## src/rtl/mem_access_unit_pkg.sv

```systemverilog
// Shared definitions for the load/store memory access unit.
package mem_access_unit_pkg;

  localparam logic [2:0] F3_B  = 3'b000;
  localparam logic [2:0] F3_H  = 3'b001;
  localparam logic [2:0] F3_W  = 3'b010;
  localparam logic [2:0] F3_BU = 3'b100;
  localparam logic [2:0] F3_HU = 3'b101;

  localparam logic [1:0] SZ_B = 2'b00;
  localparam logic [1:0] SZ_H = 2'b01;

  // ram_mode = {funct3, we}
  localparam int unsigned RM_WE    = 0;
  localparam int unsigned RM_F3_LO = 1;
  localparam int unsigned RM_F3_HI = 3;

  typedef enum logic [2:0] {
    S_IDLE,
    S_BEAT0,
    S_GAP0,
    S_BEAT1,
    S_GAP1,
    S_DONE
  } state_t;

  function automatic logic [3:0] size_mask(input logic [1:0] size);
    case (size)
      SZ_B:    return 4'b0001;
      SZ_H:    return 4'b0011;
      default: return 4'b1111;
    endcase
  endfunction

  function automatic logic funct3_legal(input logic [2:0] f3);
    return f3 inside {F3_B, F3_H, F3_W, F3_BU, F3_HU};
  endfunction

endpackage

```

## src/rtl/mem_access_unit_if.sv

```systemverilog
// Core-side request/response and data-memory bus signals of the access unit.
interface mem_access_unit_if;
  logic        req_valid;
  logic [3:0]  ram_mode;
  logic [31:0] addr;
  logic [31:0] wdata;
  logic        busy;
  logic        done;
  logic        err;
  logic [31:0] rdata;
  logic        bus_req;
  logic        bus_we;
  logic [31:0] bus_addr;
  logic [3:0]  bus_be;
  logic [31:0] bus_wdata;
  logic        bus_ack;
  logic [31:0] bus_rdata;

  modport master (
    input  req_valid, ram_mode, addr, wdata, bus_ack, bus_rdata,
    output busy, done, err, rdata, bus_req, bus_we, bus_addr, bus_be, bus_wdata
  );

  modport slave (
    output req_valid, ram_mode, addr, wdata, bus_ack, bus_rdata,
    input  busy, done, err, rdata, bus_req, bus_we, bus_addr, bus_be, bus_wdata
  );
endinterface

```

## src/rtl/mem_lane_align.sv

```systemverilog
// Byte-lane steering for stores and merge/shift/extend for loads.
module mem_lane_align
  import mem_access_unit_pkg::*;
(
  input  logic [2:0]  funct3,
  input  logic [1:0]  offset,
  input  logic [31:0] wdata,
  input  logic [31:0] data0,
  input  logic [31:0] data1,
  output logic [3:0]  be0,
  output logic [3:0]  be1,
  output logic [31:0] wdata0,
  output logic [31:0] wdata1,
  output logic        split,
  output logic [31:0] load_data
);

  logic [4:0]  shamt;
  logic [7:0]  be_wide;
  logic [63:0] st_wide;
  logic [31:0] ld_word;

  assign shamt   = {offset, 3'b000};
  assign be_wide = {4'b0000, size_mask(funct3[1:0])} << offset;
  assign st_wide = {32'h0, wdata} << shamt;
  assign ld_word = 32'({data1, data0} >> shamt);

  assign be0    = be_wide[3:0];
  assign be1    = be_wide[7:4];
  assign wdata0 = st_wide[31:0];
  assign wdata1 = st_wide[63:32];
  assign split  = |be_wide[7:4];

  // Sign- or zero-extend the aligned load value; funct3[2] selects unsigned.
  always_comb begin
    load_data = ld_word;
    case (funct3[1:0])
      SZ_B:    load_data = {{24{ld_word[7] & ~funct3[2]}}, ld_word[7:0]};
      SZ_H:    load_data = {{16{ld_word[15] & ~funct3[2]}}, ld_word[15:0]};
      default: load_data = ld_word;
    endcase
  end

endmodule

```

## src/rtl/mem_access_unit.sv

```systemverilog
// RV32I load/store access unit: request latch, beat FSM, timeout, registered outputs.
module mem_access_unit
  import mem_access_unit_pkg::*;
#(
  parameter bit          SPLIT_MISALIGNED = 1'b1,
  parameter int unsigned TIMEOUT          = 255,
  parameter int unsigned CNT_W            = 8
) (
  input  logic           clk,
  input  logic           rst_n,
  mem_access_unit_if.master io
);

  state_t state_q, state_d;

  logic [3:0]       mode_q;
  logic [31:0]      addr_q, wdata_q, data0_q, data1_q;
  logic [CNT_W-1:0] cnt_q;

  logic        busy_q, done_q, err_q, bus_req_q, bus_we_q;
  logic [31:0] rdata_q, bus_addr_q, bus_wdata_q;
  logic [3:0]  bus_be_q;

  logic        busy_d, done_d, err_d, bus_req_d, bus_we_d;
  logic [31:0] rdata_d, bus_addr_d, bus_wdata_d;
  logic [3:0]  bus_be_d;

  // In IDLE the request is latched on the same edge that launches BEAT0,
  // so the beat-0 bus values must come from the live inputs there.
  logic [3:0]  cur_mode;
  logic [31:0] cur_addr, cur_wdata, word_addr;
  logic [2:0]  funct3;
  logic        we;

  assign cur_mode  = (state_q == S_IDLE) ? io.ram_mode : mode_q;
  assign cur_addr  = (state_q == S_IDLE) ? io.addr     : addr_q;
  assign cur_wdata = (state_q == S_IDLE) ? io.wdata    : wdata_q;
  assign funct3    = cur_mode[RM_F3_HI:RM_F3_LO];
  assign we        = cur_mode[RM_WE];
  assign word_addr = {cur_addr[31:2], 2'b00};

  logic [3:0]  be0, be1;
  logic [31:0] wdata0, wdata1, load_data;
  logic        split;

  mem_lane_align u_align (
    .funct3    (funct3),
    .offset    (cur_addr[1:0]),
    .wdata     (cur_wdata),
    .data0     (data0_q),
    .data1     (data1_q),
    .be0       (be0),
    .be1       (be1),
    .wdata0    (wdata0),
    .wdata1    (wdata1),
    .split     (split),
    .load_data (load_data)
  );

  logic in_beat, acked, timed_out, bad_req;

  assign in_beat   = (state_q == S_BEAT0) || (state_q == S_BEAT1);
  assign acked     = in_beat && bus_req_q && io.bus_ack;
  assign timed_out = in_beat && !io.bus_ack && (cnt_q == CNT_W'(TIMEOUT - 1));
  assign bad_req   = !funct3_legal(funct3) || (split && !SPLIT_MISALIGNED);

  // State register.
  always_ff @(posedge clk or negedge rst_n) begin
    if (!rst_n) state_q <= S_IDLE;
    else        state_q <= state_d;
  end

  // Next-state logic.
  always_comb begin
    state_d = state_q;
    case (state_q)
      S_IDLE:  if (io.req_valid) state_d = bad_req ? S_DONE : S_BEAT0;
      S_BEAT0: if (acked) state_d = S_GAP0; else if (timed_out) state_d = S_DONE;
      S_GAP0:  state_d = split ? S_BEAT1 : S_DONE;
      S_BEAT1: if (acked) state_d = S_GAP1; else if (timed_out) state_d = S_DONE;
      S_GAP1:  state_d = S_DONE;
      S_DONE:  state_d = S_IDLE;
      default: state_d = S_IDLE;
    endcase
  end

  // Next output values, registered below; bus fields load on beat entry and hold otherwise.
  always_comb begin
    busy_d      = (state_d == S_BEAT0) || (state_d == S_GAP0) ||
                  (state_d == S_BEAT1) || (state_d == S_GAP1);
    done_d      = (state_d == S_DONE);
    err_d       = (state_d == S_DONE) && ((state_q == S_IDLE) || timed_out);
    rdata_d     = '0;
    bus_req_d   = (state_d == S_BEAT0) || (state_d == S_BEAT1);
    bus_we_d    = bus_we_q;
    bus_addr_d  = bus_addr_q;
    bus_be_d    = bus_be_q;
    bus_wdata_d = bus_wdata_q;
    if ((state_d == S_DONE) && ((state_q == S_GAP0) || (state_q == S_GAP1)) && !we)
      rdata_d = load_data;
    if ((state_d == S_BEAT0) && (state_q != S_BEAT0)) begin
      bus_we_d    = we;
      bus_addr_d  = word_addr;
      bus_be_d    = be0;
      bus_wdata_d = wdata0;
    end else if ((state_d == S_BEAT1) && (state_q != S_BEAT1)) begin
      bus_we_d    = we;
      bus_addr_d  = word_addr + 32'd4;
      bus_be_d    = be1;
      bus_wdata_d = wdata1;
    end
  end

  // Output registers.
  always_ff @(posedge clk or negedge rst_n) begin
    if (!rst_n) begin
      busy_q      <= 1'b0;
      done_q      <= 1'b0;
      err_q       <= 1'b0;
      rdata_q     <= '0;
      bus_req_q   <= 1'b0;
      bus_we_q    <= 1'b0;
      bus_addr_q  <= '0;
      bus_be_q    <= '0;
      bus_wdata_q <= '0;
    end else begin
      busy_q      <= busy_d;
      done_q      <= done_d;
      err_q       <= err_d;
      rdata_q     <= rdata_d;
      bus_req_q   <= bus_req_d;
      bus_we_q    <= bus_we_d;
      bus_addr_q  <= bus_addr_d;
      bus_be_q    <= bus_be_d;
      bus_wdata_q <= bus_wdata_d;
    end
  end

  // Request latch, per-beat read capture and timeout counter.
  always_ff @(posedge clk or negedge rst_n) begin
    if (!rst_n) begin
      mode_q  <= '0;
      addr_q  <= '0;
      wdata_q <= '0;
      data0_q <= '0;
      data1_q <= '0;
      cnt_q   <= '0;
    end else begin
      if ((state_q == S_IDLE) && io.req_valid) begin
        mode_q  <= io.ram_mode;
        addr_q  <= io.addr;
        wdata_q <= io.wdata;
      end
      if (acked && (state_q == S_BEAT0)) data0_q <= io.bus_rdata;
      if (acked && (state_q == S_BEAT1)) data1_q <= io.bus_rdata;
      if (bus_req_d && (state_d != state_q)) cnt_q <= '0;
      else if (in_beat && !io.bus_ack)       cnt_q <= cnt_q + 1'b1;
    end
  end

  assign io.busy      = busy_q;
  assign io.done      = done_q;
  assign io.err       = err_q;
  assign io.rdata     = rdata_q;
  assign io.bus_req   = bus_req_q;
  assign io.bus_we    = bus_we_q;
  assign io.bus_addr  = bus_addr_q;
  assign io.bus_be    = bus_be_q;
  assign io.bus_wdata = bus_wdata_q;

endmodule

```

## src/flat_wrapper.sv

```systemverilog
// flat-port wrapper written by rule: the top's interface ports become plain ports
module mem_access_unit_flat import mem_access_unit_pkg::*;
#(
  parameter bit          SPLIT_MISALIGNED = 1'b1,
  parameter int unsigned TIMEOUT          = 255,
  parameter int unsigned CNT_W            = 8
)
  (clk, rst_n, io_req_valid, io_ram_mode, io_addr, io_wdata, io_bus_ack, io_bus_rdata, io_busy, io_done, io_err, io_rdata, io_bus_req, io_bus_we, io_bus_addr, io_bus_be, io_bus_wdata);
  mem_access_unit_if io_i ();
  input  logic clk;
  input  logic rst_n;
  input wire logic [$bits(io_i.req_valid)-1:0] io_req_valid;
  input wire logic [$bits(io_i.ram_mode)-1:0] io_ram_mode;
  input wire logic [$bits(io_i.addr)-1:0] io_addr;
  input wire logic [$bits(io_i.wdata)-1:0] io_wdata;
  input wire logic [$bits(io_i.bus_ack)-1:0] io_bus_ack;
  input wire logic [$bits(io_i.bus_rdata)-1:0] io_bus_rdata;
  output wire logic [$bits(io_i.busy)-1:0] io_busy;
  output wire logic [$bits(io_i.done)-1:0] io_done;
  output wire logic [$bits(io_i.err)-1:0] io_err;
  output wire logic [$bits(io_i.rdata)-1:0] io_rdata;
  output wire logic [$bits(io_i.bus_req)-1:0] io_bus_req;
  output wire logic [$bits(io_i.bus_we)-1:0] io_bus_we;
  output wire logic [$bits(io_i.bus_addr)-1:0] io_bus_addr;
  output wire logic [$bits(io_i.bus_be)-1:0] io_bus_be;
  output wire logic [$bits(io_i.bus_wdata)-1:0] io_bus_wdata;
  assign io_i.req_valid = io_req_valid;
  assign io_i.ram_mode = io_ram_mode;
  assign io_i.addr = io_addr;
  assign io_i.wdata = io_wdata;
  assign io_i.bus_ack = io_bus_ack;
  assign io_i.bus_rdata = io_bus_rdata;
  assign io_busy = io_i.busy;
  assign io_done = io_i.done;
  assign io_err = io_i.err;
  assign io_rdata = io_i.rdata;
  assign io_bus_req = io_i.bus_req;
  assign io_bus_we = io_i.bus_we;
  assign io_bus_addr = io_i.bus_addr;
  assign io_bus_be = io_i.bus_be;
  assign io_bus_wdata = io_i.bus_wdata;
  mem_access_unit #(.SPLIT_MISALIGNED(SPLIT_MISALIGNED), .TIMEOUT(TIMEOUT), .CNT_W(CNT_W)) u_core (.clk(clk), .rst_n(rst_n), .io(io_i));
endmodule
```

## config.mk

```make
export PLATFORM = sky130hd
export DESIGN_NAME = mem_access_unit_flat
export DESIGN_NICKNAME = d
export VERILOG_FILES = /design/src/rtl/mem_access_unit_pkg.sv /design/src/rtl/mem_access_unit_if.sv /design/src/rtl/mem_lane_align.sv /design/src/rtl/mem_access_unit.sv /design/src/flat_wrapper.sv
export SDC_FILE = /design/constraint.sdc
export NUM_CORES = 1
export LEC_CHECK = 0
export ABC_AREA = 1
export ABC_CLOCK_PERIOD_IN_PS = 4400
export CAP_MARGIN = 10
export CELL_PAD_IN_SITES_DETAIL_PLACEMENT = 0
export CELL_PAD_IN_SITES_GLOBAL_PLACEMENT = 1
export CORE_MARGIN = 1.5
export CORE_UTILIZATION = 42
export DETAILED_ROUTE_END_ITERATION = 16
export GPL_TIMING_DRIVEN = 1
export PLACE_DENSITY_LB_ADDON = 0.25
export SLEW_MARGIN = 20
export SYNTH_ARGS = -nofsm -noshare
export SYNTH_HDL_FRONTEND = slang
export SYNTH_SLANG_ARGS = --single-unit
```

## constraint.sdc

```tcl
create_clock -name clk -period 4.4 [get_ports clk]
set_clock_uncertainty 0.05 [all_clocks]
set_input_delay 0.44 -clock clk [delete_from_list [all_inputs] [get_ports clk]]
set_output_delay 0.44 -clock clk [all_outputs]
set_load 0.02 [all_outputs]
```

==> results of run 1 <==
==> registers in the layout, summed over array words and instances, names as in the netlist <==
name and cells:
u_core.addr_q 32, u_core.data0_q 32, u_core.state_q 3, u_core.io.err 1, u_core.io.bus_wdata 32, u_core.io.bus_req 1, u_core.io.bus_we 1, u_core.io.rdata 32
u_core.cnt_q 8, u_core.data1_q 24, u_core.mode_q 4, u_core.io.bus_be 4, u_core.io.busy 1, u_core.wdata_q 32, u_core.io.done 1, u_core.io.bus_addr 30
==> per-layer routing <==
layer  GRT usage, %  up-vias  wire [um]
met4          6.942        0       1143
met1          36.66     6010      19450
met3          2.988       69       2074
met2          41.85      382      18930
li1               -     6464          -
met5              0        -          0
==> synthesized netlist by cell type (3+ instances only) <==
cell	instances	area (um^2)
nand2_1	892	3348
dfrtp_1	238	5956
o21ai_0	234	1171
inv_1	170	638.1
nor2_1	147	551.8
nand3_1	78	390.4
clkbuf_1	54	202.7
buf_2	32	160.2
nand3b_1	21	157.7
a21oi_1	15	75.07
o22ai_1	14	87.58
buf_4	13	97.59
xor2_1	12	105.1
buf_1	11	41.29
o211ai_1	9	67.56
nor2_2	7	43.79
nand2_2	5	31.28
nor3_1	5	25.02
o21ai_1	5	25.02
inv_2	4	15.01
nor2_4	4	45.04
ha_1	3	37.54
nand3_2	3	30.03
o21ai_2	3	26.28
xnor2_1	3	26.28
==> layout make-up <==
class                   instances  area, um^2
clock buffers                  42       823.3
clock inverters                 8       95.09
fillers                      3218       14940
inverters                     174       653.1
multi-input cells            1471        6339
flip-flops and latches        238        5956
well taps                     402       503.0
repair buffers                225        2250
==> cell usage in the layout, fill, tap and decap left out, types with 3 or more instances in the layout <==
cell type and n:
dfrtp_1 238, nand3b_1 21, xor2_1 12, o21ai_0 234
clkinv_2 4, inv_1 168, clkbuf_8 7, xnor2_1 3
nand2_1 891, clkbuf_16 28, ha_1 3, nor2_4 6
inv_2 6, nor3_1 5, nand3_2 3, nand3_1 78
o211ai_1 9, a21oi_1 15, nand2_2 6, nor2_2 5
buf_12 3, clkbuf_1 7, o21ai_1 5, clkdlybuf4s50_1 205
buf_4 15, nor2_1 147, o22ai_1 14
==> worst max-delay path: stages (launching register included) <==
cell	delay, ns
dfrtp_1	0.43
nor2_4	0.27
nand2_4	0.38
o21ai_4	0.30
buf_4	0.63
nand3_1	0.16
o21ai_0	0.15
or2_1	0.39
nand3_2	0.41
nand2_1	0.17
nor2_1	0.07
==> logic make-up (layout without fill, tap and decap cells) <==
family,count (synthesis),after routing
AND/OR/NAND/NOR,1170,1170
buffers and inverters,286,449
AO/OA/AOI/OAI,280,280
flip-flops,238,238
XOR/XNOR,15,15
adder cells (fa/ha/maj),3,3
other,1,2
multiplexers,1,1
==> metrics by stage <==
stage | hold slack, ns | instance area [um^2]
after floorplan | 0.09441 | 13450
after global placement | 0.3975 | 15690
after detailed placement | 0.4066 | 15690
after CTS | 0.3781 | 16620
after global routing | 0.4097 | 16620
final | 0.3959 | 16620
==> power groups by stage <==
stage | combinational, mW | clock, mW | sequential, mW
2_1_floorplan | 5.64 | 0 | 3.84
3_3_place_gp | 8.34 | 0 | 3.61
3_5_place_dp | 8.41 | 0 | 3.62
4_1_cts | 8.45 | 2.36 | 3.60
5_1_grt | 9.65 | 2.45 | 3.70
6_report | 8.42 | 2.31 | 3.60
==> how the worst max path moves through the flow <==
stage,endpoint,startpoint,slack (ns)
after floorplan,u_core.io.bus_addr[18]$_DFFE_PN0P_,u_core.state_q[1]$_DFF_PN0_,2.06
after global placement,u_core.io.rdata[24]$_DFF_PN0_,u_core.state_q[1]$_DFF_PN0_,0.87
after detailed placement,u_core.io.rdata[17]$_DFF_PN0_,u_core.state_q[2]$_DFF_PN0_,0.86
after CTS,u_core.io.rdata[18]$_DFF_PN0_,u_core.state_q[2]$_DFF_PN0_,0.83
after global routing,u_core.io.rdata[18]$_DFF_PN0_,u_core.state_q[2]$_DFF_PN0_,0.40
final,u_core.io.rdata[18]$_DFF_PN0_,u_core.state_q[1]$_DFF_PN0_,0.81
==> flow_metrics.env, run 1 <==
export IMPL_synth_top_family_by_area="simple AND/OR/NAND/NOR gates"
export IMPL_post_cts_resized=0
export IMPL_grt_max_degree=110
export IMPL_fp_dieArea_mm2=0.03310
export IMPL_power_leakage_nw=8.329
export IMPL_slew_viol_final=0
export IMPL_cts_sinks=238
export IMPL_drive_above_1_share_pct=4.402
export IMPL_holdPathEnd="u_core.data0_q[22]$_DFFE_PN0P_"
export IMPL_hp_start="io_bus_rdata[22]"
export IMPL_critPathMaxFanout=70
export IMPL_coreArea_mm2=0.03156
export IMPL_ys_flop_type="dfrtp_1"
export IMPL_drc_errors=0
export IMPL_pwr_share_comb_pct=58.8
export IMPL_synth_simple_area_share_pct=34.79
export IMPL_rr_worst_depth=10
export IMPL_grt_first_pass_wirelength_mm=68.20
export IMPL_setup_slack_ns=0.8052
export IMPL_synth_warning_count=0
export IMPL_rsz0062_at_grt="false"
export IMPL_postCtsHoldBufs=1
export IMPL_regToRegSetupSlack_ns=0.81
export IMPL_synth_edf_count=0
export IMPL_dp_cells=2509
export IMPL_clk_pin_slew_ns=0.06
export IMPL_drt_iter0_drc=967
export IMPL_end_kind="flip-flop"
export IMPL_synth_xor_area_share_pct=0.9769
export IMPL_antenna_left=0
export IMPL_cts_path_max_buffers=3
export IMPL_setup_tns_final_ns=0
export IMPL_numCtsBuffers=28
export IMPL_dp_slack_ns=0.8621
export IMPL_synth_fa_ha_area_share_pct=0.2791
export IMPL_muxShareOfSynthArea_pct=0.08374
export IMPL_synth_seq_cells=238
export IMPL_fin_cells=2560
export IMPL_antenna_found_initial=0
export IMPL_avgSynthCellArea_um2=6.744
export IMPL_cts_setup_buffers=0
export IMPL_gp_congestion=0.9325
export IMPL_hp_class="input port to flip-flop"
export IMPL_synthCells=1994
export IMPL_synthArstFlopShare_pct=100.0
export IMPL_rr_startpoint="u_core.state_q[1]$_DFF_PN0_"
export IMPL_insertion_delay_ns=0.57
export IMPL_dp_hpwl_mm=28.48
export IMPL_hold_viol=0
export IMPL_routedWlPerCell_um=16.25
export IMPL_ios=209
export IMPL_drv_cap=0
export IMPL_swShare_pct=50.48
export IMPL_yosysSeqAreaShare_pct=44.29
export IMPL_seqPwrFrac_pct=25.1
export IMPL_die_x_um=181.9
export IMPL_port_buffers=206
export IMPL_grt_usage_pct=25.82
export IMPL_utilization_pct=52.66
export IMPL_grt_pass1_vias=12300
export IMPL_worstMarginPinSlew_ns=0.9180
export IMPL_rows=65
export IMPL_area_growth_pct=23.58
export IMPL_vias_per_cell=5.049
export IMPL_ys_types=33
export IMPL_ir_drop_v=0.0006691
export IMPL_switchingPower_mw=7.230
export IMPL_layout_nets=2245
export IMPL_r2r_end="u_core.io.rdata[18]$_DFF_PN0_"
export IMPL_start_util_pct=42.62
export IMPL_status="finished clean"
export IMPL_dieHeight_um=181.9
export IMPL_htreeDepth=1
export IMPL_wirelength_mm=41.60
export IMPL_crit_type="flip-flop to flip-flop"
export IMPL_arrival_ns=3.96
export IMPL_relSlewSlack_pct=38.80
export IMPL_layout_min_cycle_time_ns=3.595
export IMPL_cts_tree="built"
export IMPL_p_per_area_mw_per_mm2=861.8
export IMPL_cp_data_required_time_ns=4.76
export IMPL_synth_compound_area_share_pct=10.80
export IMPL_min_period_over_period_pct=81.70
export IMPL_cts_root_buf="clkbuf_16"
export IMPL_clockPowerShare_pct=16.1
export IMPL_first_pass_iters=5
export IMPL_setup_viol=0
export IMPL_overflow=0
export IMPL_max_freq_ghz=0.2782
export IMPL_start_kind="flip-flop"
export IMPL_n_antenna_cell=0
export IMPL_syn_area_mm2=0.01345
export IMPL_vias=12930
export IMPL_p_int_mw=7.092
export IMPL_fin_total_pwr_mw=14.32
export IMPL_hold_depth=3
No activity file was read; power rests on OpenSTA's default activity.
==> run 2: changes to the inputs <==
--- a/config.mk
+++ b/config.mk
@@ -6,12 +6,12 @@
 export NUM_CORES = 1
 export LEC_CHECK = 0
 export ABC_AREA = 1
-export ABC_CLOCK_PERIOD_IN_PS = 4400
+export ABC_CLOCK_PERIOD_IN_PS = 2880
 export CAP_MARGIN = 10
 export CELL_PAD_IN_SITES_DETAIL_PLACEMENT = 0
 export CELL_PAD_IN_SITES_GLOBAL_PLACEMENT = 1
 export CORE_MARGIN = 1.5
-export CORE_UTILIZATION = 42
+export CORE_UTILIZATION = 35
 export DETAILED_ROUTE_END_ITERATION = 16
 export GPL_TIMING_DRIVEN = 1
 export PLACE_DENSITY_LB_ADDON = 0.25
==> constraint.sdc (replaced) <==
create_clock -name clk -period 2.88 [get_ports clk]
set_clock_uncertainty 0.05 [all_clocks]
set_input_delay 0.288 -clock clk [delete_from_list [all_inputs] [get_ports clk]]
set_output_delay 0.288 -clock clk [all_outputs]
set_load 0.02 [all_outputs]
==> flow_metrics.env, run 2 (same netlist as run 1, synthesis figures left out) <==
export IMPL_whs_ns=0.2254
export IMPL_drc_errors=0
export IMPL_rsz0062_at_grt="false"
export IMPL_drive_above_1_share_pct=6.110
export IMPL_cts_sinks=238
export IMPL_cp_data_required_time_ns=3.33
export IMPL_rows=71
export IMPL_drv_cap=0
export IMPL_die_x_um=199.0
export IMPL_seqCellArea_mm2=0.005956
export IMPL_dp_hpwl_mm=31.22
export IMPL_slew_viol_final=0
export IMPL_power_leakage_nw=8.606
export IMPL_antenna_found_initial=0
export IMPL_mostFrequentLayoutCell="nand2_1"
export IMPL_r2r_end="u_core.io.bus_wdata[22]$_DFFE_PN0P_"
export IMPL_area_growth_pct=28.42
export IMPL_port_buffers=206
export IMPL_gp_congestion=0.9102
export IMPL_grt_pass1_vias=12710
export IMPL_rr_startpoint="u_core.state_q[1]$_DFF_PN0_"
export IMPL_clk_pin_slew_ns=0.07
export IMPL_rr_worst_depth=13
export IMPL_ir_drop_v=0.0007753
export IMPL_arrival_ns=3.07
export IMPL_ios=209
export IMPL_cts_path_max_buffers=3
export IMPL_max_freq_ghz=0.3817
export IMPL_start_kind="flip-flop"
export IMPL_critPathMaxFanout=36
export IMPL_start_util_pct=35.62
export IMPL_p_per_area_mw_per_mm2=1323
export IMPL_grt_max_degree=90
export IMPL_hold_viol=0
export IMPL_vias=12950
export IMPL_coreArea_mm2=0.03776
export IMPL_vias_per_cell=4.789
export IMPL_worstMarginPinSlew_ns=0.7927
export IMPL_multi_input_area_mm2=0.006349
export IMPL_status="finished clean"
export IMPL_drt_iter0_drc=815
export IMPL_wirelength_mm=43.95
export IMPL_overflow=0
export IMPL_min_period_over_period_pct=90.97
export IMPL_antenna_left=0
export IMPL_setup_viol=0
export IMPL_layout_common_cells="nand2_1, dfrtp_1, o21ai_0"
export IMPL_end_kind="flip-flop"
export IMPL_grt_first_pass_wirelength_mm=69.88
export IMPL_cts_tree="built"
export IMPL_crit_type="flip-flop to flip-flop"
export IMPL_dieHeight_um=199.0
export IMPL_cts_root_buf="clkbuf_16"
export IMPL_htreeDepth=1
export IMPL_fp_dieArea_mm2=0.03961
export IMPL_regToRegSetupSlack_ns=0.26
export IMPL_layout_min_cycle_time_ns=2.620
export IMPL_grt_usage_pct=22.72
export IMPL_first_pass_iters=8
export IMPL_routedWlPerCell_um=16.25
export IMPL_numCtsBuffers=28
export IMPL_insertion_delay_ns=0.58
export IMPL_fillers=3892
export IMPL_layout_nets=2278
export IMPL_n_antenna_cell=0
export IMPL_relSlewSlack_pct=46.96
export IMPL_hp_class="input port to asynchronous set/reset pin"
export IMPL_cts_setup_buffers=0
export IMPL_setup_tns_final_ns=0
[run 2: cell count changes in the layout (fill, tap and decap cells not counted), moves of 2 or more]
cell / delta
buf_4: +20
buf_12: +12
clkbuf_1: -4
bufinv_16: +3
inv_6: +2
[run 2: routing by layer]
metal,GRT usage (%),wire length (um),vias up
met1,31.16,20330,6015
met5,0,0,-
met2,37.56,20480,342
met3,2.781,2070,58
met4,6.510,1069,0
li1,-,-,6535
[run 2: worst max-delay path by stage]
| stage | start | to | cells after the start |
|---|---|---|---|
| 5_1_grt | u_core.state_q[1]$_DFF_PN0_ | u_core.io.bus_wdata[17]$_DFFE_PN0P_ | 13 |
| 2_1_floorplan | u_core.state_q[1]$_DFF_PN0_ | u_core.io.bus_addr[18]$_DFFE_PN0P_ | 15 |
| 6_report | u_core.state_q[1]$_DFF_PN0_ | u_core.io.bus_wdata[22]$_DFFE_PN0P_ | 13 |
| 3_3_place_gp | u_core.state_q[1]$_DFF_PN0_ | u_core.io.bus_addr[13]$_DFFE_PN0P_ | 15 |
| 4_1_cts | u_core.state_q[1]$_DFF_PN0_ | u_core.io.bus_addr[13]$_DFFE_PN0P_ | 15 |
| 3_5_place_dp | u_core.state_q[1]$_DFF_PN0_ | u_core.io.bus_addr[29]$_DFFE_PN0P_ | 17 |
[run 2: power by group]
group | total [mW] | switching, mW | internal [mW]
Combinational | 13.5 | 8.93 | 4.58
Sequential | 5.50 | 0.779 | 4.72
Clock | 3.84 | 1.51 | 2.33
Total | 22.9 | 11.2 | 11.6
[run 2: final cells by class]
| class | count | area share [%] |
|---|---|---|
| clock buffer | 38 | 4.680 |
| multi-input combinational | 1471 | 36.76 |
| timing repair buffer | 258 | 15.45 |
| inverter | 174 | 3.782 |
| tap | 511 | 3.702 |
| sequential | 238 | 34.49 |
| clock inverter | 14 | 1.145 |
[run 2: worst max-delay path, cell delays in order (launching register included)]
cell and delay, ns:
dfrtp_1 0.42, nor2_4 0.19, buf_12 0.22, nand3b_1 0.12, nand2_2 0.19, inv_2 0.09, buf_12 0.17, nor2_1 0.61
nand2_1 0.09, o21ai_0 0.11, inv_1 0.06, nand2_1 0.06, nand3_1 0.08, nand2_1 0.07
[run 2: through the flow]
stage / util, % / area [um^2] / cells / total power [mW] / setup slack, ns
floorplan: - / 13450 / 1995 / 14.48 / 0.5425
global placement: 43.01 / 16240 / 2651 / 18.97 / 0.1730
detailed placement: 43.01 / 16240 / 2651 / 19.07 / 0.2040
CTS: 45.70 / 17250 / 2704 / 23.05 / 0.1852
global route: 45.74 / 17270 / 2704 / 25.11 / 0.03181
finish: 45.74 / 17270 / 2704 / 22.85 / 0.2601
[run 2: what timing repair did]
| item | CTS | global route |
|---|---|---|
| hold buffers | 1 | 0 |
| resized for setup | 0 | 3 |
| setup endpoints to repair | 0 | 5 |
| endpoints found under the hold margin | 64 | 0 |
